[config.mk]
export PLATFORM = sky130hd
export DESIGN_NAME = spi_slave_word_flat
export DESIGN_NICKNAME = d
export VERILOG_FILES = /design/src/rtl/spi_pkg.sv /design/src/rtl/spi_slave_word_if.sv /design/src/rtl/spi_pin_sync.sv /design/src/rtl/spi_slave_word.sv /design/src/flat_wrapper.sv
export SDC_FILE = /design/constraint.sdc
export NUM_CORES = 1
export LEC_CHECK = 0
export CAP_MARGIN = 40
export CORE_UTILIZATION = 38
export DETAILED_ROUTE_END_ITERATION = 10
export PLACE_DENSITY = 0.73
export SLEW_MARGIN = 20
export SYNTH_ARGS = -nofsm -noshare
export SYNTH_HDL_FRONTEND = slang
export SYNTH_SLANG_ARGS = --single-unit
[constraint.sdc]
create_clock -name i_sys_clk -period 1.85 [get_ports i_sys_clk]
set_clock_uncertainty 0.2 [all_clocks]
set_input_delay 0.37 -clock i_sys_clk [delete_from_list [all_inputs] [get_ports i_sys_clk]]
set_output_delay 0.37 -clock i_sys_clk [all_outputs]
set_load 0.05 [all_outputs]
[src/rtl/spi_pkg.sv]
// Shared constants, types and edge-selection helpers for the word-wide SPI slave.
package spi_pkg;

  localparam int unsigned SPI_MODE_0 = 0;
  localparam int unsigned SPI_MODE_1 = 1;
  localparam int unsigned SPI_MODE_2 = 2;
  localparam int unsigned SPI_MODE_3 = 3;

  localparam int unsigned MAX_WORD_WIDTH = 32;

  typedef enum logic {
    ST_IDLE,
    ST_ACTIVE
  } spi_state_t;

  // CPHA=0 samples on the leading edge, CPHA=1 on the trailing edge.
  function automatic logic sample_on_leading(input logic [1:0] mode);
    return !mode[0];
  endfunction

  // Idle level of SCK for the given mode.
  function automatic logic mode_cpol(input logic [1:0] mode);
    return mode[1];
  endfunction

endpackage

[src/rtl/spi_slave_word_if.sv]
// Word-side handshake bundle between the SPI slave and the command decoder.
interface spi_slave_word_if #(
  parameter int unsigned WORD_WIDTH = 8
);

  logic                  o_rx_data_valid;
  logic [WORD_WIDTH-1:0] o_rx_word;
  logic                  o_rx_abort;
  logic                  i_tx_data_valid;
  logic [WORD_WIDTH-1:0] i_tx_word;
  logic                  o_tx_ready;
  logic                  o_tx_underrun;
  logic                  o_cs_active;

  modport slave (
    output o_rx_data_valid, o_rx_word, o_rx_abort,
    output o_tx_ready, o_tx_underrun, o_cs_active,
    input  i_tx_data_valid, i_tx_word
  );

  modport master (
    input  o_rx_data_valid, o_rx_word, o_rx_abort,
    input  o_tx_ready, o_tx_underrun, o_cs_active,
    output i_tx_data_valid, i_tx_word
  );

endinterface

[src/rtl/spi_pin_sync.sv]
// Multi-flop input synchroniser with a history flop for rise/fall strobes.
module spi_pin_sync #(
  parameter int unsigned SYNC_STAGES = 2,
  parameter logic        RESET_VALUE = 1'b0
) (
  input  logic i_sys_clk,
  input  logic i_reset,
  input  logic i_pin,
  output logic o_level,
  output logic o_rise,
  output logic o_fall
);

  logic [SYNC_STAGES-1:0] sync_q;
  logic                   hist_q;

  // Shift the pin through the synchroniser chain and keep one cycle of history.
  always_ff @(posedge i_sys_clk or posedge i_reset) begin
    if (i_reset) begin
      sync_q <= {SYNC_STAGES{RESET_VALUE}};
      hist_q <= RESET_VALUE;
    end else begin
      sync_q <= {sync_q[SYNC_STAGES-2:0], i_pin};
      hist_q <= sync_q[SYNC_STAGES-1];
    end
  end

  assign o_level = sync_q[SYNC_STAGES-1];
  assign o_rise  = o_level & ~hist_q;
  assign o_fall  = ~o_level & hist_q;

endmodule

[src/rtl/spi_slave_word.sv]
// Oversampled SPI slave: configurable mode, word width, bit order and TX underrun fill.
module spi_slave_word
  import spi_pkg::*;
#(
  parameter int unsigned           WORD_WIDTH  = 8,
  parameter int unsigned           SPI_MODE    = 0,
  parameter int unsigned           MSB_FIRST   = 1,
  parameter logic [WORD_WIDTH-1:0] TX_FILL     = '0,
  parameter int unsigned           SYNC_STAGES = 2
) (
  input  logic              i_sys_clk,
  input  logic              i_reset,
  input  logic              i_spi_sck,
  input  logic              i_spi_cs_b,
  input  logic              i_spi_mosi,
  output logic              o_spi_miso,
  spi_slave_word_if.slave   bus
);

  localparam logic [1:0]             MODE     = 2'(SPI_MODE);
  localparam logic                   CPOL     = mode_cpol(MODE);
  localparam logic                   LEAD_SMP = sample_on_leading(MODE);
  localparam bit                     MSB      = (MSB_FIRST != 0);
  localparam int unsigned            CNT_W    = $clog2(WORD_WIDTH);
  localparam logic [CNT_W-1:0]       LAST_CNT = CNT_W'(WORD_WIDTH - 1);

  logic sck_level, sck_rise, sck_fall;
  logic cs_b_level, cs_rise, cs_fall;
  logic mosi_level, mosi_rise, mosi_fall;

  spi_pin_sync #(.SYNC_STAGES(SYNC_STAGES), .RESET_VALUE(CPOL)) u_sync_sck (
    .i_sys_clk(i_sys_clk), .i_reset(i_reset), .i_pin(i_spi_sck),
    .o_level(sck_level), .o_rise(sck_rise), .o_fall(sck_fall)
  );

  spi_pin_sync #(.SYNC_STAGES(SYNC_STAGES), .RESET_VALUE(1'b1)) u_sync_cs (
    .i_sys_clk(i_sys_clk), .i_reset(i_reset), .i_pin(i_spi_cs_b),
    .o_level(cs_b_level), .o_rise(cs_rise), .o_fall(cs_fall)
  );

  spi_pin_sync #(.SYNC_STAGES(SYNC_STAGES), .RESET_VALUE(1'b0)) u_sync_mosi (
    .i_sys_clk(i_sys_clk), .i_reset(i_reset), .i_pin(i_spi_mosi),
    .o_level(mosi_level), .o_rise(mosi_rise), .o_fall(mosi_fall)
  );

  logic unused_sync;
  assign unused_sync = ^{sck_level, mosi_rise, mosi_fall};

  spi_state_t            state_q;
  logic [CNT_W-1:0]      bit_cnt_q;
  logic [WORD_WIDTH-1:0] rx_shift_q, rx_word_q, tx_shift_q, hold_q;
  logic                  hold_full_q, miso_q, rx_valid_q, rx_abort_q, underrun_q;

  logic                  leading, trailing, sample_edge, shift_edge;
  logic                  tx_load, handshake;
  logic [WORD_WIDTH-1:0] rx_next, load_word;

  // Decode SCK strobes into sample/shift events and the TX load/handshake conditions.
  always_comb begin
    leading     = CPOL ? sck_fall : sck_rise;
    trailing    = CPOL ? sck_rise : sck_fall;
    sample_edge = LEAD_SMP ? leading : trailing;
    shift_edge  = LEAD_SMP ? trailing : leading;
    rx_next     = MSB ? {rx_shift_q[WORD_WIDTH-2:0], mosi_level}
                      : {mosi_level, rx_shift_q[WORD_WIDTH-1:1]};
    load_word   = hold_full_q ? hold_q : TX_FILL;
    handshake   = bus.i_tx_data_valid && !hold_full_q;
    // A shift edge with a zero count is a word boundary in both phases; CPHA=0 also loads at CS fall.
    tx_load     = ((state_q == ST_IDLE) && cs_fall && LEAD_SMP) ||
                  ((state_q == ST_ACTIVE) && !cs_rise && shift_edge && (bit_cnt_q == '0));
  end

  // Frame FSM, RX/TX shift datapath and TX holding register.
  always_ff @(posedge i_sys_clk or posedge i_reset) begin
    if (i_reset) begin
      state_q     <= ST_IDLE;
      bit_cnt_q   <= '0;
      rx_shift_q  <= '0;
      rx_word_q   <= '0;
      tx_shift_q  <= '0;
      hold_q      <= '0;
      hold_full_q <= 1'b0;
      miso_q      <= 1'b0;
      rx_valid_q  <= 1'b0;
      rx_abort_q  <= 1'b0;
      underrun_q  <= 1'b0;
    end else begin
      rx_valid_q <= 1'b0;
      rx_abort_q <= 1'b0;
      underrun_q <= 1'b0;

      if (tx_load) begin
        underrun_q <= !hold_full_q;
        miso_q     <= MSB ? load_word[WORD_WIDTH-1] : load_word[0];
        tx_shift_q <= MSB ? (load_word << 1) : (load_word >> 1);
      end

      if (handshake) begin
        hold_q      <= bus.i_tx_word;
        hold_full_q <= 1'b1;
      end else if (tx_load) begin
        hold_full_q <= 1'b0;
      end

      case (state_q)
        ST_IDLE: begin
          if (cs_fall) begin
            state_q   <= ST_ACTIVE;
            bit_cnt_q <= '0;
          end
        end
        ST_ACTIVE: begin
          if (cs_rise) begin
            rx_abort_q <= (bit_cnt_q != '0);
            bit_cnt_q  <= '0;
            rx_shift_q <= '0;
            miso_q     <= 1'b0;
            state_q    <= ST_IDLE;
          end else begin
            if (sample_edge) begin
              rx_shift_q <= rx_next;
              if (bit_cnt_q == LAST_CNT) begin
                bit_cnt_q  <= '0;
                rx_word_q  <= rx_next;
                rx_valid_q <= 1'b1;
              end else begin
                bit_cnt_q <= bit_cnt_q + 1'b1;
              end
            end
            if (shift_edge && (bit_cnt_q != '0)) begin
              miso_q     <= MSB ? tx_shift_q[WORD_WIDTH-1] : tx_shift_q[0];
              tx_shift_q <= MSB ? (tx_shift_q << 1) : (tx_shift_q >> 1);
            end
          end
        end
        default: state_q <= ST_IDLE;
      endcase
    end
  end

  assign o_spi_miso          = miso_q;
  assign bus.o_rx_data_valid = rx_valid_q;
  assign bus.o_rx_word       = rx_word_q;
  assign bus.o_rx_abort      = rx_abort_q;
  assign bus.o_tx_ready      = !hold_full_q;
  assign bus.o_tx_underrun   = underrun_q;
  assign bus.o_cs_active     = !cs_b_level;

endmodule
[src/flat_wrapper.sv]
// flat-port wrapper written by rule: the top's interface ports become plain ports
module spi_slave_word_flat import spi_pkg::*;
#(
  parameter int unsigned           WORD_WIDTH  = 8,
  parameter int unsigned           SPI_MODE    = 0,
  parameter int unsigned           MSB_FIRST   = 1,
  parameter logic [WORD_WIDTH-1:0] TX_FILL     = '0,
  parameter int unsigned           SYNC_STAGES = 2
)
  (i_sys_clk, i_reset, i_spi_sck, i_spi_cs_b, i_spi_mosi, o_spi_miso, bus_o_rx_data_valid, bus_o_rx_word, bus_o_rx_abort, bus_o_tx_ready, bus_o_tx_underrun, bus_o_cs_active, bus_i_tx_data_valid, bus_i_tx_word);
  spi_slave_word_if #(.WORD_WIDTH(WORD_WIDTH)) bus_i ();
  input  logic i_sys_clk;
  input  logic i_reset;
  input  logic i_spi_sck;
  input  logic i_spi_cs_b;
  input  logic i_spi_mosi;
  output logic o_spi_miso;
  output wire logic [$bits(bus_i.o_rx_data_valid)-1:0] bus_o_rx_data_valid;
  output wire logic [$bits(bus_i.o_rx_word)-1:0] bus_o_rx_word;
  output wire logic [$bits(bus_i.o_rx_abort)-1:0] bus_o_rx_abort;
  output wire logic [$bits(bus_i.o_tx_ready)-1:0] bus_o_tx_ready;
  output wire logic [$bits(bus_i.o_tx_underrun)-1:0] bus_o_tx_underrun;
  output wire logic [$bits(bus_i.o_cs_active)-1:0] bus_o_cs_active;
  input wire logic [$bits(bus_i.i_tx_data_valid)-1:0] bus_i_tx_data_valid;
  input wire logic [$bits(bus_i.i_tx_word)-1:0] bus_i_tx_word;
  assign bus_o_rx_data_valid = bus_i.o_rx_data_valid;
  assign bus_o_rx_word = bus_i.o_rx_word;
  assign bus_o_rx_abort = bus_i.o_rx_abort;
  assign bus_o_tx_ready = bus_i.o_tx_ready;
  assign bus_o_tx_underrun = bus_i.o_tx_underrun;
  assign bus_o_cs_active = bus_i.o_cs_active;
  assign bus_i.i_tx_data_valid = bus_i_tx_data_valid;
  assign bus_i.i_tx_word = bus_i_tx_word;
  spi_slave_word #(.WORD_WIDTH(WORD_WIDTH), .SPI_MODE(SPI_MODE), .MSB_FIRST(MSB_FIRST), .TX_FILL(TX_FILL), .SYNC_STAGES(SYNC_STAGES)) u_core (.i_sys_clk(i_sys_clk), .i_reset(i_reset), .i_spi_sck(i_spi_sck), .i_spi_cs_b(i_spi_cs_b), .i_spi_mosi(i_spi_mosi), .o_spi_miso(o_spi_miso), .bus(bus_i));
endmodule
# After elaboration in Yosys (flattened, before gate mapping)
# Cells that the tools add are included.
# Widths: inputs -> output; s select.
[word_totals] register_bits=48 output_inout_bits=14 inputBits=14
[classes] reduce_logical=17 n_addsub=1 muxes=28 n_eq_ne=3 n_bitwise=10
[op_table] op="$mux 8" count=5
[op_table] op="$mux 1" count=15
[op_table] op="$mux 7" count=2
[op_table] op="$mux 3" count=4
[op_table] op="$logic_and 1x1->1" count=6
[op_table] op="$not 1->1" count=6
[op_table] op="$pmux 3 s2" count=1
[op_table] op="$and 1x1->1" count=4
[op_table] op="$reduce_and 2->1" count=2
[op_table] op="$reduce_and 4->1" count=1
[op_table] op="$reduce_bool 2->1" count=2
[op_table] op="$add 3x1->3 const B" count=1
[op_table] op="$eq 3x3->1 const B" count=1
[op_table] op="$logic_not 1->1" count=3
[op_table] op="$logic_not 3->1" count=1
[op_table] op="$ne 3x2->1 const B" count=1
[op_table] op="$reduce_bool 3->1" count=1
[op_table] op="$ne 2x1->1 const B" count=1
[op_table] op="$pmux 1 s2" count=1
[op_table] op="$logic_or 1x1->1" count=1

# Longest topological paths before layout
# Gate-level depths: netlist (run 1).
[logic_depth] ltp_word=11 depth_mapped=7

# By module
# From an unflattened synthesis (run 1), not the netlist that was laid out.
[unflattened] hier_cells=168 hier_area_um2=2018.2
[modules_own_cells] mod="spi_slave_word" cells_each=150 instances=1 area_per_inst_um2=1732.9
[modules_own_cells] mod="spi_pin_sync (u_core.u_sync_mosi ...)" cells_each=6 instances=2 area_per_inst_um2=93.8
[modules_own_cells] mod="spi_pin_sync (u_core.u_sync_cs)" cells_each=6 instances=1 area_per_inst_um2=97.6

# Worst setup path after synthesis (run 1)
# No wires, ideal clock.
[synth_path] path_type="flip-flop to flip-flop" start="register u_core.bit_cnt_q[0]" end="register u_core.bit_cnt_q[1]" path_slack_ns=0.098 synth_period_minus_slack_ns=1.752 t_arrival_ns=1.475 stages_incl_launch_ff=5 path_buffers=0 cell_sequence="dfrtp_1 -> ha_1 -> ha_1 -> or4b_1 -> a21oi_1"
[synth_via] elab_chain_cells=5 word_cells_on_any_way=6
[synth_rtl] item="start, declared" line_no="spi_slave_word.sv:50" rtl="logic [CNT_W-1:0] bit_cnt_q;"
[synth_rtl] item="start signal, assigned" line_no="spi_slave_word.sv:127" rtl="bit_cnt_q <= bit_cnt_q + 1'b1;"
[synth_rtl] item="$add 3x1->3 or $eq 3x3->1 (tied branches)" line_no="spi_slave_word.sv:127, spi_slave_word.sv:122"
[synth_rtl] item="$mux 3 (*)" line_no="spi_slave_word.sv:122" rtl="if (bit_cnt_q == LAST_CNT) begin"
[synth_rtl] item="$mux 3 (*)" line_no="spi_slave_word.sv:120" rtl="if (sample_edge) begin"
[synth_rtl] item="$mux 3 (*)" line_no="spi_slave_word.sv:113" rtl="if (cs_rise) begin"
[synth_rtl] item="$pmux 3 s2 (*)" line_no="spi_slave_word.sv:105" rtl="case (state_q)"
# Every way passes the cells marked *; elsewhere a longest branch is shown, timed or not. The select of a mux whose other input is x is not followed.
# A chain may end at the register's enable or synchronous reset.

# Worst setup path after layout (run 1)
# Same ends and word-level chain as after synthesis.

==> results.json, run 1 <==
{
  "status": "finished, final reports clean",
  "crit_end": "u_core.bit_cnt_q[1]$_DFFE_PP0P_",
  "rsz0062_at_grt": "false",
  "hp-class": "in2async",
  "antenna_cells": 0,
  "p_leak_nw": 1.221,
  "setup_violations": 0,
  "cts.clk_slew.worst_paths_ns": 0.09,
  "synth_compound_area_share_pct": 11.30,
  "synth_fp_nets": 171,
  "startpoint": "u_core.bit_cnt_q[0]$_DFFE_PP0P_",
  "clock_sinks": 48,
  "nets": 212,
  "powerDensity_mw_per_mm2": 1266,
  "pwr-share-seq_pct": 45.6,
  "syn_area_mm2": 0.001948,
  "place_hpwl_um": 2329,
  "detail_route.vias_per_cell": 5.011,
  "yosys_warnings": 0,
  "regArea_mm2": 0.001205,
  "via_count": 1318,
  "r2r_cells": 4,
  "crit_path_end_kind": "register",
  "timing.rr.end": "u_core.bit_cnt_q[1]$_DFFE_PP0P_",
  "numCtsBuffers": 5,
  "ys_seq_area_share_pct": 61.85,
  "grt_usage_pct": 14.34,
  "syn_area_per_cell_um2": 12.65,
  "grt_pass1_wl_um": 5775,
  "start_kind": "register",
  "multi_input_area_um2": 713.2,
  "peakVddDrop_v": 0.0007047,
  "yosysUniqueCellTypes": 34,
  "synthMuxAreaShare_pct": 9.762,
  "setup-tns-final_ns": 0,
  "ctsHtreeMaxLevel": 2,
  "worstPathMaxFanout": 5,
  "nFillCells": 429,
  "antenna_found_initial": 0,
  "clk_latency_ns": 0.30,
  "critPathRequiredTime_ns": 1.88,
  "clkPwrFrac_pct": 28.1,
  "wirelength_um": 3299,
  "clock.fmax_mhz": 563.6,
  "p_sw_share_pct": 29.97,
  "die-width_um": 73.60,
  "die_h_um": 73.60,
  "row_count": 25,
  "grt_pass1_vias": 1256,
  "combPwrFrac_pct": 26.2,
  "synthSimpleGateAreaFrac_pct": 12.07,
  "areaGrowthSynthToFinish_pct": 30.38,
  "ioPinCount": 28,
  "period_needed_ns": 1.774,
  "post_synth_xor_area_fraction_pct": 0,
  "drive_gt1_share_pct": 29.59,
  "cts-hold-fix-buffers": 0,
  "maxSlewViolCount": 0,
  "clockBufferDepth": 2,
  "hold_violations": 0,
  "drt-pass1-iter-count": 4,
  "core_area_mm2": 0.004817,
  "worstPathArrival_ns": 1.81,
  "grt-ovfl-total": 0,
  "syn_inst": 154,
  "p_int_mw": 2.251,
  "period_share_pct": 95.90,
  "synthAdderAreaFrac_pct": 1.927,
  "synth_top_family_by_area": "simple AND/OR/NAND/NOR gates",
  "wire_per_inst_um": 12.54,
  "regToRegStartpoint": "u_core.bit_cnt_q[0]$_DFFE_PP0P_",
  "crit_type": "reg2reg",
  "final_util_pct": 52.73,
  "cts_tree": "yes",
  "drt_iter0_markers": 93,
  "ys_seq_elements": 48,
  "grt_max_degree": 27,
  "p_sw_uw": 963.2,
  "gp_congestion": 0.7542,
  "rrSetupSlack_ns": 0.08,
  "die_area_mm2": 0.005417,
  "port_buffers": 27,
  "relSlewSlack_pct": 73.25,
  "root_buffer": "clkbuf_8",
  "ant_nets": 0,
  "initial_core_util_pct": 40.44,
  "route.detailed.drc": 0,
  "max_cap_violations": 0,
  "worst_pin_slew_ns": 0.4012
}
==> flip-flops by register name (all words and copies together), names as in the netlist, 2 cells and up <==
signal                     cells
u_core.bit_cnt_q               3
u_core.u_sync_cs.sync_q        2
u_core.u_sync_mosi.sync_q      2
u_core.tx_shift_q              8
u_core.u_sync_sck.sync_q       2
u_core.rx_shift_q              7
u_core.hold_q                  8
u_core.bus.o_rx_word           8
==> cells by family after synthesis <==
group | after synthesis
AO/OA/AOI/OAI | 32
buffers and inverters | 14
adder cells (fa/ha/maj) | 3
flip-flops | 48
multiplexers | 17
AND/OR/NAND/NOR | 40
==> final cells by class <==
type,count,area share (%)
multi-input combinational,92,28.08
timing repair buffer,40,14.58
inverter,8,1.182
clock inverter,3,2.709
clock buffer,5,2.709
sequential,48,47.44
tap,67,3.300
==> cell usage in the layout (no fill, tap or decap), drive strengths merged, types with 3 or more instances in the layout <==
cell and n:
nand2b 4, nand4 9, mux2 16, and3 3
clkbuf 5, nor3 3, nor2 9, o21ai 10
dfrtp 45, a21oi 3, ha 3, buf 27
nand2 5, a22o 7, a31oi 7, inv 9
dfstp 3, clkdlybuf4s50 13
==> per-layer routing <==
| metal | vias to the layer above | track usage [%] | wire length [um] | share of wire [%] |
|---|---|---|---|---|
| li1 | 634 | - | - | - |
| met1 | 642 | 18.21 | 1548 | 47 |
| met2 | 35 | 22.73 | 1555 | 47 |
| met3 | 7 | 4.527 | 137 | 4.2 |
| met4 | 0 | 5.769 | 57 | 1.7 |
| met5 | - | 0 | 0 | 0 |
==> worst min path at each step <==
stage	cells after the start	to	from	slack, ns
after floorplan	0	u_core.u_sync_mosi.sync_q[1]$_DFF_PP0_	u_core.u_sync_mosi.sync_q[0]$_DFF_PP0_	0.13
after global placement	0	u_core.u_sync_mosi.sync_q[1]$_DFF_PP0_	u_core.u_sync_mosi.sync_q[0]$_DFF_PP0_	0.13
after detailed placement	0	u_core.u_sync_mosi.sync_q[1]$_DFF_PP0_	u_core.u_sync_mosi.sync_q[0]$_DFF_PP0_	0.14
after CTS	2	u_core.state_q$_DFF_PP0_	i_reset	0.15
after global routing	0	u_core.u_sync_cs.sync_q[1]$_DFF_PP1_	u_core.u_sync_cs.sync_q[0]$_DFF_PP1_	0.16
final	2	u_core.state_q$_DFF_PP0_	i_reset	0.14
==> per-stage QoR <==
stage	hold slack [ns]	area, um^2	std cells	total power, mW	worst slack, ns
6_report	0.1442	2540	263	3.214	0.07576
5_1_grt	0.1632	2540	263	3.399	0.006084
4_1_cts	0.1545	2495	261	3.191	0.04006
3_5_place_dp	0.1395	2357	253	2.282	0.05942
3_3_place_gp	0.1333	2357	253	2.256	0.07527
2_1_floorplan	0.1312	1948	154	1.978	0.09795
==> power groups by stage <==
stage / clock network [mW] / logic [mW] / registers [mW]
after floorplan: 0 / 0.508 / 1.47
after global placement: 0 / 0.783 / 1.47
after detailed placement: 0 / 0.802 / 1.48
after CTS: 0.926 / 0.802 / 1.46
after global routing: 0.965 / 0.928 / 1.51
final: 0.905 / 0.843 / 1.47
==> cells in the mapped netlist <==
cell,number,area share [%]
nor2b_1,2,0.64
and2b_1,1,0.39
inv_1,7,1.3
a22o_1,7,3.1
nand2b_1,4,1.3
nand2_1,4,0.77
mux2i_1,1,0.51
ha_1,3,1.9
or4b_1,1,0.51
a21o_1,1,0.39
dfrtp_1,45,58
o21ai_2,2,0.90
dfstp_2,3,4.0
and2b_4,1,0.51
a21oi_1,3,0.77
and3_1,3,0.96
o21a_1,1,0.39
nand3_1,1,0.26
nor3_1,3,0.77
a21boi_2,1,0.58
a31oi_1,7,2.2
mux2_1,8,4.6
inv_2,1,0.19
nor2_1,9,1.7
nand4_1,9,2.9
o21ai_0,8,2.1
a211oi_1,1,0.39
nor4b_2,1,0.77
mux2_2,8,4.6
a2111oi_0,1,0.45
buf_4,1,0.39
nand2_4,1,0.58
clkbuf_1,2,0.39
buf_2,3,0.77
==> worst max-delay path, stage by stage, from the launching register on <==
cell and delay (ns):
dfrtp_1 0.43, ha_2 0.20, ha_1 0.20, or4b_4 0.53
a21oi_2 0.14
==> repair_timing <==
item,in CTS,in global routing
gates resized for setup,0,10
setup buffers,0,2
setup endpoints to repair,0,11
Note: power is estimated with default switching activity, not from simulation.
==> inputs of run 2 (changes only) <==
Settings changed: CAP_MARGIN 40 to default, CELL_PAD_IN_SITES_DETAIL_PLACEMENT from default to 0, CELL_PAD_IN_SITES_GLOBAL_PLACEMENT from default to 2, CORE_UTILIZATION 38 to 32, PLACE_DENSITY 0.73 to 0.85, REMOVE_ABC_BUFFERS from default to 1.
==> run 2 against run 1 <==
Net effect: combinational power grew 3.9%; non-clock buffer count shrank 1; first-iteration DRC count shrank 51%; via count grew 0.46%; wire length grew 5.5%; clock power shrank 13%; sequential power is essentially flat; utilization shrank 9.0 points; sequential share of layout area shrank 0.48 points; die area grew 18%; global-route usage shrank 2.2 points; register-to-register slack is essentially flat; critical endpoint unchanged; largest power group unchanged.
==> results.json, run 2 (synthesis results as in run 1) <==
{
  "path_delay_family": "simple AND/OR/NAND/NOR gates",
  "p_leak_nw": 1.218,
  "cts-hold-fix-buffers": 0,
  "max_cap_violations": 0,
  "cp_cell_sequence": "and2b_4 -> buf_4 -> or4b_4 -> a21oi_2",
  "grt_pass1_wl_um": 5865,
  "r2r_cells": 4,
  "stdcell_count": 270,
  "multi_input_area_um2": 730.7,
  "grt_usage_pct": 12.12,
  "gp_congestion": 0.7644,
  "wirelength_um": 3482,
  "final_cell_mix": "43 x dfrtp_1, 21 x buf_4, 13 x clkdlybuf4s50_1",
  "crit_buf_inv": 1,
  "period_share_pct": 95.72,
  "clockBufferDepth": 2,
  "die_area_mm2": 0.006404,
  "ctsHtreeMaxLevel": 2,
  "clock_sinks": 48,
  "place_hpwl_um": 2485,
  "critPathRequiredTime_ns": 1.89,
  "start_kind": "register",
  "relSlewSlack_pct": 78.40,
  "detail_route.vias_per_cell": 4.904,
  "setup_violations": 0,
  "root_buffer": "clkbuf_8",
  "combPwrFrac_pct": 27.9,
  "maxSlewViolCount": 0,
  "wire_per_inst_um": 12.90,
  "peakVddDrop_v": 0.0007478,
  "critical-path-slowest-cell": "dfstp_2",
  "nets": 211,
  "worstPathMaxFanout": 4,
  "powerDensity_mw_per_mm2": 1221,
  "port_buffers": 27,
  "p_sw_share_pct": 30.88,
  "period_needed_ns": 1.771,
  "drt-pass1-iter-count": 4,
  "clkPwrFrac_pct": 25.1,
  "grt_pass1_vias": 1294,
  "mostFrequentLayoutCell": "dfrtp_1",
  "power_mw": 3.141,
  "worst_pin_slew_ns": 0.3236,
  "row_count": 28,
  "regArea_mm2": 0.001207,
  "p_int_mw": 2.171,
  "p_sw_uw": 969.9,
  "nFillCells": 571,
  "areaGrowthSynthToFinish_pct": 31.98,
  "die-width_um": 80.03,
  "clock.fmax_mhz": 564.7,
  "pwr-share-seq_pct": 47.0,
  "drt_iter0_markers": 46,
  "ioPinCount": 28,
  "status": "finished, final reports clean",
  "crit_path_end_kind": "register",
  "initial_core_util_pct": 33.10,
  "grt_max_degree": 23,
  "antenna_found_initial": 0,
  "clk_latency_ns": 0.30,
  "regToRegStartpoint": "u_core.u_sync_cs.hist_q$_DFF_PP1_",
  "ant_nets": 0,
  "timing.rr.end": "u_core.bit_cnt_q[1]$_DFFE_PP0P_",
  "max_stage_delay_ns": 0.54,
  "numCtsBuffers": 5,
  "grt-ovfl-total": 0,
  "worstPathArrival_ns": 1.81,
  "setup-tns-final_ns": 0,
  "cts_tree": "yes",
  "die_h_um": 80.03,
  "drive_gt1_share_pct": 30.77,
  "cts.clk_slew.worst_paths_ns": 0.08,
  "rrSetupSlack_ns": 0.08,
  "hold_violations": 0,
  "crit_type": "reg2reg",
  "core_area_mm2": 0.005886,
  "hp-class": "in2async",
  "route.detailed.drc": 0,
  "via_count": 1324,
  "antenna_cells": 0,
  "dp_cells": 259
}
==> run 2: cell type report <==
cell class	instances	area share (%)
multi-input cells	92	28.42
flip-flops and latches	48	46.96
clock inverters	2	1.509
repair buffers	39	15.09
clock buffers	6	3.212
inverters	8	1.168
well taps	75	3.650
==> run 2: repair_timing <==
| item | in CTS | in global routing |
|---|---|---|
| pin swaps | 0 | 4 |
| setup buffers | 0 | 3 |
| resized for setup | 1 | 14 |
| cloned | 0 | 0 |
| endpoints found under the setup margin | 1 | 14 |
==> run 2: how the worst max path moves through the flow <==
| stage | cells after the start | to | from | slack [ns] |
|---|---|---|---|---|
| 3_3_place_gp | 4 | u_core.bit_cnt_q[1]$_DFFE_PP0P_ | u_core.bit_cnt_q[0]$_DFFE_PP0P_ | 0.07 |
| 3_5_place_dp | 6 | u_core.o_spi_miso$_DFF_PP0_ | u_core.bit_cnt_q[0]$_DFFE_PP0P_ | 0.02 |
| 5_1_grt | 7 | u_core.tx_shift_q[2]$_DFF_PP0_ | u_core.bit_cnt_q[0]$_DFFE_PP0P_ | -0.03 |
| 4_1_cts | 4 | u_core.bit_cnt_q[1]$_DFFE_PP0P_ | u_core.bit_cnt_q[0]$_DFFE_PP0P_ | 0.02 |
| 6_report | 4 | u_core.bit_cnt_q[1]$_DFFE_PP0P_ | u_core.u_sync_cs.hist_q$_DFF_PP1_ | 0.08 |
| 2_1_floorplan | 4 | u_core.bus.o_rx_word[0]$_DFFE_PP0P_ | u_core.u_sync_cs.hist_q$_DFF_PP1_ | 0.09 |
==> run 2: power by group through the flow <==
stage | combinational (mW) | clock, mW | sequential, mW
final | 0.876 | 0.790 | 1.48
after global routing | 0.973 | 0.865 | 1.52
after CTS | 0.803 | 0.820 | 1.47
after detailed placement | 0.802 | 0 | 1.48
after global placement | 0.786 | 0 | 1.48
after floorplan | 0.466 | 0 | 1.50
==> run 2: metrics by stage <==
stage,util (%),worst slack (ns),instance area [um^2],hold WS [ns]
after floorplan,-,0.09448,1918,0.1312
after global placement,40.18,0.07009,2365,0.1331
after detailed placement,40.18,0.01794,2365,0.1364
after CTS,42.26,0.02373,2487,0.1319
after global routing,43.69,-0.02782,2571,0.1461
final,43.69,0.07911,2571,0.1379
==> run 2: routing by layer <==
layer / global-route usage (%) / vias up / wire [um]
met5: 0 / - / 0
met4: 5.357 / 0 / 85
met3: 3.771 / 9 / 153
met2: 20.17 / 33 / 1717
met1: 14.30 / 653 / 1526
li1: - / 629 / -
==> inputs of run 3 (changes only) <==
Settings changed: ABC_AREA from default to 0.
==> results of run 3 <==
Same layout as run 2: the final DEF is identical, and so are final timing and power.
